File: src/rtl/acq_pkg.sv
// acq_pkg: shared constants and the state encoding for the acquisition sequencer
package acq_pkg;
    localparam int NUM_CH = 16;
    localparam int DIV_W  = 8;
    localparam int WORD_W = 16;
    localparam int CH_W   = $clog2(NUM_CH);
    localparam int BIT_W  = $clog2(WORD_W);

    typedef enum logic [1:0] {IDLE, RUN, DRAIN, HALT} state_t;
endpackage

File: src/rtl/acq_tick_gen.sv
// acq_tick_gen: sample-tick divider; load latches divisor, tick fires once per divisor+1 enabled cycles
module acq_tick_gen
    import acq_pkg::*;
(
    input  logic             clk,
    input  logic             rst_n,
    input  logic             load,
    input  logic [DIV_W-1:0] divisor,
    input  logic             enable,
    output logic             tick
);
    logic [DIV_W-1:0] div_l;
    logic [DIV_W-1:0] cnt;

    assign tick = enable && (cnt == '0);

    always_ff @(posedge clk or negedge rst_n) begin
        if (!rst_n) begin
            div_l <= '0;
            cnt   <= '0;
        end else if (load) begin
            div_l <= divisor;
            cnt   <= divisor;
        end else if (enable) begin
            cnt <= tick ? div_l : cnt - 1'b1;
        end
    end
endmodule

File: src/rtl/acq_sequencer.sv
// acq_sequencer: samples enabled channels on the divided tick and streams 16-sample words out per channel
module acq_sequencer
    import acq_pkg::*;
(
    input  logic              clk,
    input  logic              rst_n,
    input  logic              acq_enable,
    input  logic [DIV_W-1:0]  clock_divisor,
    input  logic [NUM_CH-1:0] channel_enable,
    input  logic [NUM_CH-1:0] sample_in,
    output logic              out_valid,
    input  logic              out_ready,
    output logic [WORD_W-1:0] out_data,
    output logic [CH_W-1:0]   out_chan,
    output logic              running,
    output logic              overflow
);
    state_t state, state_nx;
    logic [NUM_CH-1:0] en_l, pending, pending_nx, acc;
    logic [BIT_W-1:0] bitcnt;
    logic [NUM_CH-1:0][WORD_W-1:0] sr, sr_nx, bank;
    logic tick, load, live, word_done, overrun;

    assign load      = (state == IDLE) && acq_enable;
    // Dropping acq_enable stops ticking in that same cycle so the partial word is never extended
    assign live      = (state == RUN) && acq_enable;
    assign word_done = tick && (bitcnt == BIT_W'(WORD_W - 1));
    assign running   = (state == RUN);
    assign out_valid = (pending != '0);
    assign out_data  = bank[out_chan];
    assign acc        = (out_valid && out_ready) ? (NUM_CH'(1) << out_chan) : '0;
    assign pending_nx = pending & ~acc;
    // A handshake that empties pending in the load cycle is not an overrun
    assign overrun    = word_done && (pending_nx != '0);

    acq_tick_gen u_tick (
        .clk     (clk),
        .rst_n   (rst_n),
        .load    (load),
        .divisor (clock_divisor),
        .enable  (live),
        .tick    (tick)
    );

    always_comb begin
        out_chan = '0;
        for (int i = NUM_CH - 1; i >= 0; i--)
            if (pending[i]) out_chan = CH_W'(i);
    end

    always_comb begin
        sr_nx = sr;
        for (int i = 0; i < NUM_CH; i++)
            if (en_l[i]) sr_nx[i][bitcnt] = sample_in[i];
    end

    always_comb begin
        state_nx = state;
        case (state)
            IDLE:    state_nx = acq_enable ? RUN : IDLE;
            RUN:     state_nx = !acq_enable ? ((pending_nx != '0) ? DRAIN : IDLE) : (overrun ? HALT : RUN);
            DRAIN:   state_nx = (pending_nx == '0) ? IDLE : DRAIN;
            HALT:    state_nx = acq_enable ? HALT : IDLE;
            default: state_nx = IDLE;
        endcase
    end

    always_ff @(posedge clk or negedge rst_n) begin
        if (!rst_n) begin
            state    <= IDLE;
            en_l     <= '0;
            pending  <= '0;
            bitcnt   <= '0;
            sr       <= '0;
            bank     <= '0;
            overflow <= 1'b0;
        end else begin
            state <= state_nx;
            if (load) begin
                en_l     <= channel_enable;
                bitcnt   <= '0;
                overflow <= 1'b0;
            end
            if (tick) begin
                sr     <= sr_nx;
                bitcnt <= bitcnt + 1'b1;
            end
            if (word_done) bank <= sr_nx;
            if (overrun) overflow <= 1'b1;
            pending <= ((state == HALT) || overrun) ? '0 : (word_done ? en_l : pending_nx);
        end
    end
endmodule

File: config.mk
export PLATFORM = sky130hd
export DESIGN_NAME = acq_sequencer
export DESIGN_NICKNAME = d
export VERILOG_FILES = /design/src/rtl/acq_pkg.sv /design/src/rtl/acq_tick_gen.sv /design/src/rtl/acq_sequencer.sv
export SDC_FILE = /design/constraint.sdc
export NUM_CORES = 1
export LEC_CHECK = 0
export ABC_AREA = 1
export CORE_ASPECT_RATIO = 1.4
export CORE_MARGIN = 1.5
export CORE_UTILIZATION = 40
export CTS_BUF_LIST = sky130_fd_sc_hd__clkbuf_4 sky130_fd_sc_hd__clkbuf_8 sky130_fd_sc_hd__clkbuf_16
export CTS_CLUSTER_SIZE = 25
export DETAILED_ROUTE_END_ITERATION = 12
export SYNTH_ARGS = -nofsm -noshare
export SYNTH_HDL_FRONTEND = slang
export SYNTH_SLANG_ARGS = --single-unit
File: constraint.sdc
create_clock -name clk -period 6.8 [get_ports clk]
set_input_delay 0.68 -clock clk [delete_from_list [all_inputs] [get_ports clk]]
set_output_delay 0.68 -clock clk [all_outputs]
set_load 0.01 [all_outputs]
==> flow_summary.json <==
{
  "port_buffers": 66,
  "groute.usage.overall_pct": 23.89,
  "synth_unique_cells": 40,
  "p_per_area_mw_per_mm2": 241.3,
  "fin_setup_tns_ns": 0,
  "power.switching_fraction_pct": 24.69,
  "max_cap_violations": 0,
  "place_hpwl_um": 49300,
  "global_route_wire_length_before_repair_um": 127400,
  "fp.dieW_um": 221.9,
  "cts_repair_resize_count": 0,
  "core.rowCount": 112,
  "destination_of_the_worst_register_to_register_timing_path": "pending[1]",
  "min_period_over_period_pct": 76.94,
  "slew_headroom_pct": 2.357,
  "seq_power_share_pct": 50.2,
  "vdd_ir_drop_max_mv": 0.1815,
  "core_area_mm2": 0.06656,
  "postSynthCellCount": 3099,
  "grt_start_max_net_pins": 259,
  "yosysSeqAreaShare_pct": 52.86,
  "initial_cell_density_of_the_core_pct": 40.32,
  "relative_contribution_of_the_clock_network_to_total_power_pct": 45.2,
  "drt_iter0_drc": 2337,
  "globalRoute.totalOverflow": 0,
  "rsz0062_at_grt": "no",
  "cts_made_buffers": 55,
  "max_slew_violation_count": 0,
  "drc": 0,
  "timing_worst_setup_path_type": "register to output port",
  "drtPass1Iterations": 5,
  "holdCritPathClass": "primary input to asynchronous set/reset pin",
  "final_period_minus_worst_setup_slack_ns": 5.232,
  "r2r.worst_path.cells": 20,
  "ctsRootBufferMaster": "clkbuf_16",
  "reg2reg_from": "pending[15]",
  "drt-wirelength-per-cell_um": 20.91,
  "clkLatencyLatePin_ns": 0.64,
  "synthesis.nets": 3149,
  "num_vias": 21760,
  "cts.sinks": 567,
  "fin_util_pct": 44.99,
  "final_nets": 3073,
  "syn_to_final_growth_pct": 11.57,
  "cts_max_level": 2,
  "antenna_left": 0,
  "setup.worst_path.start_class": "register",
  "skew_ns": 0.01623,
  "combinationalPowerShare_pct": 4.6,
  "place_congestion": 0.8341,
  "postCtsHoldBufs": 0,
  "cts_setup_buffers": 0,
  "status": "finished, final reports clean",
  "synth_seq_cells": 567,
  "yosysWarningCount": 0,
  "grt_antenna_before_repair": 0,
  "first_global_vias": 21330,
  "crit_arrival_ns": 4.55,
  "postRouteWirelength_um": 81900,
  "synth_area_per_cell_um2": 8.661,
  "clkTransAtPathRegs_ns": 0.07,
  "worst_slew_pin_slew_ns": 1.459,
  "switching_power_mw": 1.784,
  "fmax_ghz": 0.1911,
  "setup_viol_count_final": 0,
  "die_outline_area_mm2": 0.06869,
  "power.internal_mw": 5.442,
  "endpoint_kind": "output port",
  "cts.path.max_buffers": 3,
  "timing_hold_violations_final": 0,
  "floorplan.die.height_um": 309.5,
  "top_fanout_value_on_the_critical_path": 24,
  "regToRegSetupSlack_ns": 2.83,
  "timing.critical_path.required_ns": 6.12,
  "number_of_antenna_repair_diodes": 0,
  "drive_above_1_share_pct": 5.715,
  "leakage_nw": 14.43,
  "synth.cell_area_mm2": 0.02684,
  "design.portCount": 67,
  "cts_tree": "yes",
  "routed_via_density": 5.555
}
## layer usage
layer	global-route usage [%]	wire, um	part of all wire (%)
met4	9.924	3412	4.2
met1	31.27	34800	42
met5	0	0	0
met3	3.637	4675	5.7
met2	39.68	39010	48
## state kept, by name, summed over array words and instances (netlist names)
register,cells
bank,256
sr,256
en_l,16
pending,16
u_tick.cnt,8
u_tick.div_l,8
bitcnt,4
state,2
overflow,1
## logic make-up (layout without fill, tap and decap cells)
family	count (synthesis)	in the layout	share of synthesized area [%]
AOI/OAI and AO/OA	646	646	12.48
buffers and inverters	289	252	4.307
xor gates and xnor gates	5	5	0.1632
muxes	256	256	9.547
adders and majority gates	6	6	0.2797
DFF	567	567	52.86
and+or+nand+nor	1330	1330	20.36
## area by class of cell
class                           instances  area (um^2)
Timing Repair Buffer                  105         1046
Sequential cell                       567        14190
Clock buffer                           85         1705
Tap cell                              855         1070
Clock inverter                         11        202.7
Inverter                               51        202.7
Fill cell                            6260        36620
Multi-Input combinational cell       2243        11530
## per-stage QoR
step | hold slack [ns] | cells | total power, mW | setup slack, ns | area (um^2)
after floorplan | 0.3844 | 3099 | 3.765 | 3.977 | 26840
after global placement | 0.4563 | 3821 | 4.019 | 2.217 | 28040
after detailed placement | 0.4606 | 3821 | 4.028 | 2.250 | 28040
after CTS | 0.06732 | 3917 | 7.297 | 1.547 | 29950
after global routing | 0.07920 | 3917 | 7.455 | 1.227 | 29950
final | 0.01697 | 3917 | 7.226 | 1.568 | 29950
## critical path, stage by stage, from the launching register on
cell and delay, ns:
dfrtp_1 0.38, inv_1 0.08, nand2_1 0.06, nand2_1 0.05
nand2_1 0.04, nand2_1 0.05, nand2_1 0.04, nand2_1 0.06
nand2_1 0.05, nand2_1 0.05, nand2_1 0.05, nand2_1 0.06
nand2_2 0.06, nand2_2 0.18, nand2_2 0.08, nand2_2 0.14
inv_2 0.07, nor2_4 0.71, buf_4 0.42, nand2_1 0.08
nand3_1 0.07, a21oi_1 0.05, nand2_1 0.06, nand2_1 0.08
o21ai_0 0.28, clkdlybuf4s50_1 0.60
## synth_stat cells
master       n  area, um^2
clkinv_1     3       11.26
a31o_2       1       8.760
clkinv_2     1       5.000
o22a_1       1       8.760
buf_2       42       210.2
nor3_1       2       10.01
nor2_2       2       12.51
nor2_1      44       165.2
dfrtp_1    567       14190
xnor2_1      2       17.52
o22ai_1      2       12.51
buf_4        1       7.510
nand4_1     30       187.7
o21ai_0    549        2748
inv_4        1       6.260
o211ai_1    21       157.7
nand2_2      6       37.54
o221ai_1     1       8.760
ha_1         6       75.07
o21bai_1     1       7.510
nor2_8       2       40.04
nor4_1       1       6.260
nand2_1   1044        3919
xor2_1       3       26.28
nand2_4      1       11.26
inv_1       40       150.1
a21oi_2      1       8.760
o21ai_1     13       65.06
inv_2        6       22.52
buf_8        1       15.01
a21oi_1     38       190.2
nand3_1    184       920.9
mux2i_1    256        2562
clkbuf_1   166       623.1
nor3_2       2       20.02
a211oi_1    15       112.6
nor2_4      12       135.1
buf_1       28       105.1
o311ai_0     1       8.760
a31oi_1      2       12.51
## power by group through the flow
| stage | Sequential, mW | Combinational [mW] | Clock, mW |
|---|---|---|---|
| after floorplan | 3.51 | 0.254 | 0 |
| after global placement | 3.69 | 0.328 | 0 |
| after detailed placement | 3.69 | 0.335 | 0 |
| after CTS | 3.63 | 0.336 | 3.33 |
| after global routing | 3.64 | 0.372 | 3.44 |
| final | 3.63 | 0.330 | 3.27 |
## worst max-delay path by stage
| stage | endpoint | from |
|---|---|---|
| 3_3_place_gp | out_data[5] | pending[14] |
| 4_1_cts | out_data[5] | pending[13] |
| 2_1_floorplan | out_data[10] | pending[14] |
| 6_report | out_data[5] | pending[13] |
| 5_1_grt | out_data[5] | pending[13] |
| 3_5_place_dp | out_data[5] | pending[13] |
## cells in the final DEF (no fill, tap or decap), drive strengths merged, types with 4 or more instances in the layout
master | Yosys | layout
o21ai | 562 | 562
nor2 | 60 | 60
bufinv | 0 | 5
dfrtp | 567 | 567
a211oi | 15 | 15
clkinv | 4 | 9
ha | 6 | 6
nand3 | 184 | 184
clkdlybuf4s50 | 0 | 65
buf | 72 | 40
o211ai | 21 | 21
clkbuf | 166 | 85
mux2i | 256 | 256
nand4 | 30 | 30
a21oi | 39 | 39
nor3 | 4 | 4
nand2 | 1051 | 1051
inv | 47 | 48
Note: power is estimated with default switching activity, not from simulation.
